`src/rtl/seq_det_ctrl.sv`:
```
// seq_det_ctrl: run-time configurable serial pattern detector controller.
// Ports: clk/rst, cfg_* config write, start/abort, x_valid/x stream,
// match pulse, busy/done status, match_cnt readback.
module seq_det_ctrl #(
   parameter int PW = 8,
   parameter int CW = 8
) (
   input  logic          clk,
   input  logic          rst,
   input  logic          cfg_we,
   input  logic [PW-1:0] cfg_pat,
   input  logic [4:0]    cfg_len,
   input  logic          cfg_ovl,
   input  logic [CW-1:0] cfg_tgt,
   input  logic          start,
   input  logic          abort,
   input  logic          x_valid,
   input  logic          x,
   output logic          match,
   output logic          busy,
   output logic          done,
   output logic [CW-1:0] match_cnt
);

   typedef enum logic [1:0] {
      IDLE = 2'd0,
      RUN  = 2'd1,
      DONE = 2'd2
   } st_t;

   st_t state;
   st_t state_nxt;

   logic [PW-1:0] pat;
   logic [PW-1:0] win;
   logic [PW-1:0] win_nxt;
   logic [PW-1:0] lmask;
   logic [4:0]    len;
   logic [4:0]    len_w;
   logic [4:0]    fill;
   logic [4:0]    fill_inc;
   logic          ovl;
   logic [CW-1:0] tgt;
   logic [CW-1:0] cnt_inc;

   logic acc;
   logic hit;
   logic mhit;
   logic reach;
   logic enter;
   logic cfg_ok;
   logic match_d;
   logic busy_d;
   logic done_d;

   // State, config, datapath and output registers
   always_ff @(posedge clk) begin
      if (rst) begin
         state     <= IDLE;
         pat       <= '0;
         len       <= 5'd1;
         ovl       <= 1'b1;
         tgt       <= '0;
         win       <= '0;
         fill      <= '0;
         match_cnt <= '0;
         match     <= 1'b0;
         busy      <= 1'b0;
         done      <= 1'b0;
      end else begin
         state <= state_nxt;
         match <= match_d;
         busy  <= busy_d;
         done  <= done_d;
         if (cfg_ok) begin
            pat <= cfg_pat;
            len <= len_w;
            ovl <= cfg_ovl;
            tgt <= cfg_tgt;
         end
         if (enter) begin
            win       <= '0;
            fill      <= '0;
            match_cnt <= '0;
         end else if (acc && !abort) begin
            win <= win_nxt;
            // Non-overlap mode restarts the fill so the next match
            // needs a full set of fresh bits.
            fill <= (mhit && !ovl) ? 5'd0 : fill_inc;
            if (mhit) match_cnt <= cnt_inc;
         end
      end
   end

   // Next-state logic; abort has priority over start everywhere
   always_comb begin
      state_nxt = state;
      unique case (state)
         IDLE: if (!abort && start) state_nxt = RUN;
         RUN: begin
            if (abort)      state_nxt = IDLE;
            else if (reach) state_nxt = DONE;
         end
         DONE: begin
            if (abort)      state_nxt = IDLE;
            else if (start) state_nxt = RUN;
         end
         default: state_nxt = IDLE;
      endcase
   end

   // Datapath decode and registered-output next values
   always_comb begin
      cfg_ok = cfg_we && (state != RUN);
      len_w  = cfg_len;
      if (cfg_len == 5'd0)        len_w = 5'd1;
      else if (cfg_len > 5'(PW)) len_w = 5'(PW);

      acc      = (state == RUN) && x_valid;
      win_nxt  = {win[PW-2:0], x};
      fill_inc = (fill >= 5'(PW)) ? 5'(PW) : fill + 5'd1;

      lmask = '0;
      for (int i = 0; i < PW; i++) begin
         lmask[i] = (i < int'(len));
      end

      hit     = (((win_nxt ^ pat) & lmask) == '0) && (fill_inc >= len);
      mhit    = acc && hit && !abort;
      cnt_inc = (&match_cnt) ? match_cnt : match_cnt + 1'b1;
      reach   = mhit && (tgt != '0) && (cnt_inc == tgt);
      enter   = (state != RUN) && (state_nxt == RUN);

      match_d = mhit;
      busy_d  = (state_nxt == RUN);
      done_d  = (state_nxt == DONE);
   end

endmodule

```
`config.mk`:
```
export PLATFORM = sky130hd
export DESIGN_NAME = seq_det_ctrl
export DESIGN_NICKNAME = d
export VERILOG_FILES = /design/src/rtl/seq_det_ctrl.sv
export SDC_FILE = /design/constraint.sdc
export NUM_CORES = 1
export LEC_CHECK = 0
export ABC_AREA = 1
export ABC_CLOCK_PERIOD_IN_PS = 3050
export BUFFER_PORTS_ARGS = -buffer_cell sky130_fd_sc_hd__buf_2
export CAP_MARGIN = 20
export CORE_MARGIN = 2
export CORE_UTILIZATION = 42
export CTS_BUF_LIST = sky130_fd_sc_hd__clkbuf_4 sky130_fd_sc_hd__clkbuf_8
export CTS_CLUSTER_DIAMETER = 200
export DETAILED_ROUTE_END_ITERATION = 12
export GPL_TIMING_DRIVEN = 0
export PLACE_DENSITY_LB_ADDON = 0.1
export REMOVE_ABC_BUFFERS = 1
export SETUP_SLACK_MARGIN = 0.05
export SYNTH_ARGS = -nofsm -noshare
export SYNTH_HDL_FRONTEND = slang
export SYNTH_SLANG_ARGS = --single-unit
```
`constraint.sdc`:
```
create_clock -name clk -period 3.05 [get_ports clk]
set_clock_uncertainty 0.1 [all_clocks]
set_input_delay 0.1525 -clock clk [delete_from_list [all_inputs] [get_ports clk]]
set_output_delay 0.1525 -clock clk [all_outputs]
set_load 0.01 [all_outputs]
```
== Yosys cells after proc, flatten, opt, wreduce, memory -nomap -nowiden ==
Index checks and enable logic that the tools add are counted.
Storage, ports and cells
  bits in registers: 47
  bits in latches: 0
  RAM bits: 0
  bits in read-only memories: 0
  input bits: 29
  output and inout port bits: 11
  logic and storage cells: 63
  memories kept: 0
Cells by class
  $add $sub $neg: 2
  multiply operators: 0
  div/mod/pow operators: 0
  order comparisons: 11
  equality and inequality tests: 6
  shifts and indexed selects: 0
  mux-type cells: 11
  bitwise gates (word level): 2
  reduce and logical (&&, ||, !) cells: 20
Operators with widths (number)
  $lt A3 B5 Y1 const A: 4
  $mux W5: 4
  $logic_and A1 B1 Y1: 11
  $lt A1 B5 Y1 const A: 2
  $lt A2 B5 Y1 const A: 2
  $mux W2: 5
  $add A8 B1 Y8 const B: 1
  $and A8 B8 Y8: 1
  $eq A8 B8 Y1: 1
  $logic_not A8 Y1: 1
  $mux W8: 1
  $reduce_and A8 Y1: 1
  $reduce_bool A8 Y1: 1
  $xor A8 B8 Y8: 1
  $pmux W2 S3: 1
  $add A5 B1 Y5 const B: 1
  $ge A5 B4 Y1 const B: 1
  $ge A5 B5 Y1: 1
  $gt A5 B4 Y1 const B: 1
  $logic_not A5 Y1: 1
  $eq A2 B1 Y1 const B: 2
  $eq A2 B2 Y1 const B: 2
  $logic_not A1 Y1: 2
  $logic_not A2 Y1: 1
  3 further kinds: 3

== Logic depth before layout (Yosys ltp) ==
Gate-level depths: netlist of run 1.
  word-level depth: 14
  depth in mapped cells: 15
  mapped depth without buffers: 15

== Worst setup path before layout of run 1 ==
No wires, ideal clock.
  path kind: register to register
  start: register fill[0]
  end: register fill[2]
  setup time: 0.070 ns
  arrival: 2.020 ns
  required time: 2.880 ns
  setup slack: 0.860 ns
  stages on the path, launching flop included: 16
  buffers on the path: 0
  clock period less this slack: 2.190 ns
  cells stage by stage: dfxtp_1 -> ha_1 -> nand2_1 -> inv_1 -> nor3_1 -> ha_1 -> nand2_1 -> inv_1 -> o21ai_1 -> o211ai_1 -> nor2_1 -> inv_1 -> nand2_4 -> or2_4 -> nand2_2 -> a21oi_1
Between the ends
  longest elaborated chain between the ends: 14
  elaborated cells between the ends (all ways): 17
  those cells by class: add/sub: 1; order compare: 2; eq/ne: 1; mux: 5; reduce/logical: 8
RTL lines
  start: declaration: RTL line 40  | logic [4:0] fill;
  start signal: assignment: RTL line 89  | fill <= (mhit && !ovl) ? 5'd0 : fill_inc;
  $add A5 B1 Y5 or $ge A5 B4 Y1 (tied branches): RTL line 121  | fill_inc = (fill >= 5'(PW)) ? 5'(PW) : fill + 5'd1;
  $mux W5 *: RTL line 121
  $ge A5 B5 Y1: RTL line 128  | hit = (((win_nxt ^ pat) & lmask) == '0) && (fill_inc >= len);
  $logic_and A1 B1 Y1: RTL line 128
  $logic_and A1 B1 Y1 (2 in a row): RTL line 129  | mhit = acc && hit && !abort;
  $logic_and A1 B1 Y1 (2 in a row): RTL line 131  | reach = mhit && (tgt != '0) && (cnt_inc == tgt);
  $mux W2: RTL line 102  | else if (reach) state_nxt = DONE;
  $mux W2: RTL line 101  | if (abort) state_nxt = IDLE;
  $pmux W2 S3: RTL line 98  | unique case (state)
  $eq A2 B1 Y1: RTL line 132  | enter = (state != RUN) && (state_nxt == RUN);
  $logic_and A1 B1 Y1: RTL line 132
  $reduce_or A2 Y1 (no line)
Every way passes the cells marked *; elsewhere a longest branch is shown, timed or not.
A chain may end at the register's enable or synchronous reset.

== Worst setup path after layout of run 1 ==
  start: register fill[0]
  end: register fill[1]
Same word-level chain as after synthesis.

==> summary.log, run 1 <==
INFO  clock_tree     tritoncts.num_buffers=5
INFO  clock_tree     clock_sink_count=47
INFO  cells_and_area layout.filler_cells=621
INFO  yosys          synth_seq_area_share=37.6%
INFO  yosys          synthesis.area=2500um^2
INFO  cells_and_area multi_input_combinational_cell_area=1380um^2
INFO  global_routing grt-ovfl-total=0
INFO  drt            drt-total-wl=5590um
INFO  placement      numPlacedInstances=468
INFO  placement      final_gp_congestion=0.816
INFO  yosys          synthDistinctLibCells=28
INFO  min_path       worst_hold_path.num_cells=3
INFO  yosys          synthesis.instances=363
INFO  worst_setup_path critical_path_peak_fanout=10
INFO  drt            drt_iter0_drc=99
INFO  timing         tns=0ns
INFO  drt            viasPerCell=4.81
INFO  global_routing grtUsageTotal=18.5%
INFO  run_status     result_of_the_run=finished, final reports clean
INFO  pwr            power.density_cell_area=410nW/um^2
INFO  worst_setup_path crit_path_category=reg -> reg
INFO  timing         timing.final.setup_violations=0
INFO  yosys          post-synth-top-area-cell=dfxtp_1
INFO  worst_setup_path critical_path_arrival=2.57ns
INFO  worst_setup_path critical_path.endpoint_type=register
INFO  worst_setup_path r2r_setup_slack=0.60ns
INFO  cells_and_area area.sequential=941um^2
INFO  worst_setup_path worstRegToRegCells=15
INFO  die            placementRows=28
INFO  min_path       hold_path_end=len[1]
INFO  clock_tree     worst_skew_pair.late_latency=0.30ns
INFO  timing         grt_setup_unrepaired=false
INFO  drt            vias=2294
INFO  die            initial_utilization=42.7%
INFO  clock_tree     cts_tree=yes
INFO  timing         whs=0.00479ns
INFO  timing         maxSlewViolCount=0
INFO  die            core_area=5850um^2
INFO  clock_tree     ctsRootBufferMaster=clkbuf_8
INFO  clock_tree     cts.htree.levels=2
INFO  worst_setup_path data_required_critical_path=3.17ns
INFO  worst_setup_path r2r_end=fill[1]
INFO  yosys          synth.top_cells.by_area=dfxtp_1, nand2_1, nor2_1
INFO  yosys          number_of_synthesized_flops_with_an_enable_pin=0
INFO  global_routing grt_pass1_vias=2044
INFO  global_routing grt_max_degree=30
INFO  cells_and_area final_nets=440
INFO  yosys          synth.ff_latch_count=47
INFO  timing         number_of_endpoints_with_negative_hold_slack_in_the_final_report=0
INFO  worst_setup_path timing.critical_path.slowest_cell_delay=0.35ns
INFO  worst_setup_path cp_slowest_cell=dfxtp_1
INFO  worst_setup_path path_delay_family=simple AND/OR/NAND/NOR gates
INFO  drt            drc=0
INFO  global_routing grt_pass1_wl=9340um
INFO  die            die-width=81.2um
INFO  worst_setup_path crit_path_cell_trace=ha_1 > nand2_1 > inv_1 > nor3_1 > ha_1 > nand2_1 > inv_1 > o21ai_1 > o211ai_1 > nor2_1 > inv_1 > nand2_4 > or2_4 > nand2_2 > a21oi_1
INFO  yosys          ys.flop_type=dfxtp_1
INFO  global_routing antenna_found_initial=0
INFO  placement      post-dp-hpwl=4100um
INFO  worst_setup_path setup.worst_path.start_class=register
INFO  yosys          ys_warn_count=0
INFO  clock_tree     cts.path.max_buffers=2
INFO  cells_and_area final_cell_count_no_fill=477
INFO  min_path       path_class_of_the_lowest_slack_min_delay_path=in -> reg
INFO  cells_and_area drive_above_1_share=17.9%
INFO  drt            routed_wire_length_per_instance=11.7um
INFO  die            die_height=81.2um
INFO  timing         relSlewSlack=42.6%
INFO  die            boundaryPins=40
INFO  worst_setup_path crit-reg2reg-launch=fill[0]
INFO  placement      port_bufs=39
INFO  cells_and_area insertedDiodeCount=0
INFO  job            max-cap-violations=0
INFO  die            die-area=6590um^2
INFO  worst_setup_path critical_path.n_buffers_inverters=3
INFO  worst_setup_path worst_path_most_repeated_cell=inv_1
INFO  cells_and_area syn2layout_area_growth=14.5%
INFO  drt            postRouteAntennaNets=0
INFO  clock_tree     clk_pin_slew_worst_paths=0.08ns
INFO  min_path       holdCritStartpoint=cfg_len[1]
INFO  yosys          synthesis.area_per_instance=6.89um^2
INFO  yosys          synthDominantCellAreaShare=37.6%
INFO  drt            firstDrtPassIters=5
INFO  pwr            peakVddDrop=0.000171V
INFO  timing         max_slew.worst_pin.slew=0.859ns
INFO  pwr            leakage_dissipation=1.30nW
INFO  timing         period_share=80.5%
INFO  yosys          synthArstFlopShare=0%
INFO  timing         max_freq=407MHz
INFO  timing         post-route-min-period=2.45ns
per-stage QoR:
step / power [W] / instance area [um^2] / worst slack (ns) / utilization, %
CTS: 0.00119 / 2860 / 0.561 / 48.9
global placement: 0.000819 / 2760 / 0.634 / 47.1
detailed placement: 0.000822 / 2760 / 0.591 / 47.1
floorplan: 0.000769 / 2470 / 0.853 / -
global route: 0.00124 / 2860 / 0.331 / 48.9
finish: 0.00117 / 2860 / 0.596 / 48.9
routing by layer:
metal | share of wire (%) | track usage [%]
met3 | 4.9 | 3.78
met1 | 51 | 26.3
met5 | 0 | 0
met2 | 43 | 28.2
met4 | 1.2 | 5.59
what timing repair did:
item / CTS / global route
hold buffers: 3 / 0
resized for setup: 0 / 0
endpoints found under the hold margin: 3 / 0
setup buffers: 0 / 0
layout by cell type (no fill, tap or decap), types with 2 or more instances in the layout:
master / instances
a211oi_1: 7
a21oi_1: 26
buf_2: 39
clkbuf_8: 5
dfxtp_1: 47
dlygate4sd3_1: 3
ha_1: 8
inv_1: 33
inv_2: 5
nand2_1: 83
nand2_2: 9
nand2_4: 2
nand3_1: 23
nand4_1: 3
nor2_1: 56
nor2_4: 6
nor3_1: 4
nor4_1: 2
o211ai_1: 2
o21ai_0: 18
o21ai_1: 4
o21bai_1: 2
xor2_1: 7
cell usage after synthesis, drive strengths merged, types with 2 or more instances:
| cell | n |
|---|---|
| o21bai | 2 |
| ha | 8 |
| clkbuf | 9 |
| a21oi | 26 |
| o211ai | 2 |
| nor3 | 4 |
| nor4 | 2 |
| nand4 | 3 |
| o21ai | 22 |
| dfxtp | 47 |
| nand2 | 94 |
| nand3 | 25 |
| inv | 38 |
| a211oi | 7 |
| xor2 | 7 |
| nor2 | 63 |
sequential cells by signal, summed over array words and instances (netlist names):
register   flops
ovl            1
done           1
state          2
busy           1
match_cnt      8
match          1
len            5
pat            8
fill           5
win            7
tgt            8
layout make-up:
type / instances / area share [%]
Clock buffer: 6 / 2.67
Inverter: 38 / 4.98
Multi-Input combinational cell: 269 / 48.3
Sequential cell: 47 / 32.9
Tap cell: 75 / 3.28
Timing Repair Buffer: 42 / 7.87
worst min-delay path, delay by kind of cell:
kind                   cells  cell delay, ns
buffers and inverters      1            0.10
and+or+nand+nor            1            0.06
AOI/OAI and AO/OA          1            0.05
worst max-delay path by stage:
stage / cells past startpoint / slack (ns) / end / startpoint
after floorplan: 15 / 0.85 / fill[2] / fill[0]
after global placement: 15 / 0.63 / fill[2] / fill[0]
after detailed placement: 15 / 0.59 / fill[1] / fill[0]
after CTS: 15 / 0.56 / fill[1] / fill[0]
after global routing: 15 / 0.33 / fill[3] / fill[0]
final: 15 / 0.60 / fill[1] / fill[0]
power breakdown:
part / switching (W) / internal, W
registers: 0.0000169 / 0.000638
logic: 0.0000939 / 0.0000599
clock network: 0.000203 / 0.000162
kinds of logic (layout without fill, tap and decap cells):
family                   Yosys count  in the layout  share of synthesized area (%)
flip-flops                        47             47                           37.6
AND/OR/NAND/NOR                  193            193                           35.4
adder cells (fa/ha/maj)            8              8                           4.00
buffers and inverters             47             86                           7.06
XOR/XNOR                           8              8                           2.80
AO/OA/AOI/OAI                     59             59                           12.9
other                              1              1                          0.150
Power figures use the tool's default switching activity.
==> run 2, diff against run 1 <==
ABC_CLOCK_PERIOD_IN_PS = 2300   (was 3050)
clock period = 2.3 ns   (was 3.05 ns; I/O delays follow)
==> summary.log, run 2 (synthesis gave the netlist of run 1 again) <==
INFO  die            core_area=5850um^2
INFO  pwr            power.density_cell_area=493nW/um^2
INFO  drt            routed_wire_length_per_instance=11.9um
INFO  die            die-area=6590um^2
INFO  cells_and_area syn2layout_area_growth=28.2%
INFO  timing         post-route-min-period=2.20ns
INFO  min_path       holdCritStartpoint=cfg_tgt[3]
INFO  worst_setup_path crit_path_category=reg -> reg
INFO  clock_tree     ctsRootBufferMaster=clkbuf_8
INFO  clock_tree     cts_tree=yes
INFO  global_routing antenna_found_initial=0
INFO  timing         number_of_endpoints_with_negative_hold_slack_in_the_final_report=0
INFO  worst_setup_path data_required_critical_path=2.42ns
INFO  pwr            peakVddDrop=0.000228V
INFO  die            placementRows=28
INFO  pwr            total_power=0.00158W
INFO  timing         maxSlewViolCount=0
INFO  cells_and_area final_common_cell=nand2_1
INFO  drt            drt-total-wl=5930um
INFO  job            max-cap-violations=0
INFO  drt            drt_iter0_drc=102
INFO  timing         max_freq=455MHz
INFO  min_path       worst_hold_path.num_cells=3
INFO  cells_and_area final_nets=460
INFO  worst_setup_path critical_path.endpoint_type=register
INFO  placement      post-dp-hpwl=4100um
INFO  clock_tree     cts.htree.levels=2
INFO  timing         tns=0ns
INFO  worst_setup_path setup.worst_path.start_class=register
INFO  die            die-width=81.2um
INFO  worst_setup_path r2r_end=match_cnt[2]
INFO  clock_tree     worst_skew_pair.late_latency=0.30ns
INFO  timing         grt_setup_unrepaired=true
INFO  global_routing grt_pass1_vias=2149
INFO  cells_and_area drive_above_1_share=27.5%
INFO  worst_setup_path cp_slowest_cell=dfxtp_4
INFO  worst_setup_path crit_path_cell_trace=ha_4 > nor2_2 > nor3_2 > ha_1 > nand2_1 > inv_1 > o21ai_1 > o211ai_1 > nor2_2 > inv_2 > nand2_4 > buf_8 > nand2_1 > a21oi_1
INFO  clock_tree     tritoncts.num_buffers=5
INFO  clock_tree     clock_sink_count=47
INFO  global_routing grt_max_degree=30
INFO  timing         max_slew.worst_pin.slew=0.919ns
INFO  drt            drc=0
INFO  worst_setup_path crit-reg2reg-launch=fill[0]
INFO  drt            postRouteAntennaNets=0
INFO  global_routing grt_pass1_wl=9710um
INFO  pwr            leakage_dissipation=1.40nW
INFO  worst_setup_path r2r_setup_slack=0.10ns
INFO  clock_tree     clk_pin_slew_worst_paths=0.09ns
INFO  timing         timing.final.setup_violations=0
INFO  cells_and_area insertedDiodeCount=0
INFO  cells_and_area final_cell_mix=nand2_1, nor2_1, dfxtp_1
INFO  worst_setup_path critical_path_peak_fanout=6
INFO  global_routing grt-ovfl-total=0
INFO  placement      port_bufs=39
INFO  die            boundaryPins=40
INFO  die            die_height=81.2um
INFO  worst_setup_path worstRegToRegCells=14
INFO  drt            vias=2398
INFO  clock_tree     cts.path.max_buffers=2
INFO  cells_and_area top_registers=match_cnt x8, pat x8, tgt x8
INFO  worst_setup_path timing.critical_path.slowest_cell_delay=0.38ns
INFO  min_path       hold_path_end=tgt[3]
INFO  placement      final_gp_congestion=0.816
INFO  drt            viasPerCell=4.82
INFO  timing         relSlewSlack=38.6%
INFO  die            initial_utilization=42.7%
INFO  run_status     result_of_the_run=finished, final reports clean
INFO  timing         period_share=95.6%
INFO  min_path       path_class_of_the_lowest_slack_min_delay_path=in -> reg
INFO  drt            firstDrtPassIters=4
INFO  global_routing grtUsageTotal=19.2%
INFO  worst_setup_path critical_path_arrival=2.31ns
-- run 2: cell count changes in the layout (fill, tap and decap cells not counted), moves of 8 or more --
cell,previous run,this run
a21oi_2,0,8
nand2_1,83,75
a21oi_1,26,18
dlygate4sd3_1,3,17
-- run 2: per-layer routing --
metal	GRT usage [%]	vias up	wire, um
li1	-	1280	-
met1	26.6	1072	2990
met2	30.2	40	2650
met3	3.78	6	224
met4	5.76	0	65
met5	0	-	0
-- run 2: cell type report --
| type | count | area [um^2] |
|---|---|---|
| flip-flops and latches | 47 | 950 |
| well taps | 75 | 93.8 |
| clock buffers | 6 | 76.3 |
| fillers | 593 | 2650 |
| inverters | 38 | 143 |
| multi-input cells | 269 | 1520 |
| repair buffers | 62 | 422 |
-- run 2: through the flow --
stage | setup WS [ns] | cell area, um^2 | std cells | hold slack, ns | util (%)
2_1_floorplan | 0.103 | 2470 | 354 | 0.0841 | -
3_3_place_gp | -0.116 | 2760 | 468 | 0.240 | 47.1
3_5_place_dp | -0.159 | 2760 | 468 | 0.250 | 47.1
4_1_cts | 0.0526 | 3050 | 496 | 0.00263 | 52.2
5_1_grt | -0.0672 | 3200 | 497 | 0.0222 | 54.8
6_report | 0.101 | 3200 | 497 | 0.00153 | 54.8
-- run 2: timing repair --
item	in CTS	in global routing
pin swaps	6	20
hold endpoints to repair	17	0
hold buffers	17	0
endpoints found under the setup margin	16	27
setup buffers	5	1
resized for setup	7	41
-- run 2: worst max-delay path by stage --
stage	to	slack, ns	depth (start not counted)	from
4_1_cts	fill[1]	0.05	15	fill[0]
5_1_grt	fill[3]	-0.07	14	fill[0]
3_3_place_gp	fill[2]	-0.12	15	fill[0]
2_1_floorplan	fill[2]	0.10	15	fill[0]
3_5_place_dp	fill[1]	-0.16	15	fill[0]
6_report	match_cnt[2]	0.10	14	fill[0]
-- run 2: power by group --
| group | total [W] | switching, W | internal, W |
|---|---|---|---|
| logic | 0.000234 | 0.000134 | 0.0000999 |
| clock network | 0.000478 | 0.000263 | 0.000215 |
| registers | 0.000867 | 0.0000229 | 0.000844 |
| total | 0.00158 | 0.000419 | 0.00116 |
-- run 2: critical path: cells and delay by family (launching register included) --
kind	cells	cell delay [ns]
AO/OA/AOI/OAI	3	0.35
AND/OR/NAND/NOR	6	0.62
flip-flops	1	0.38
buffers and inverters	3	0.24
adder cells (fa/ha/maj)	2	0.43
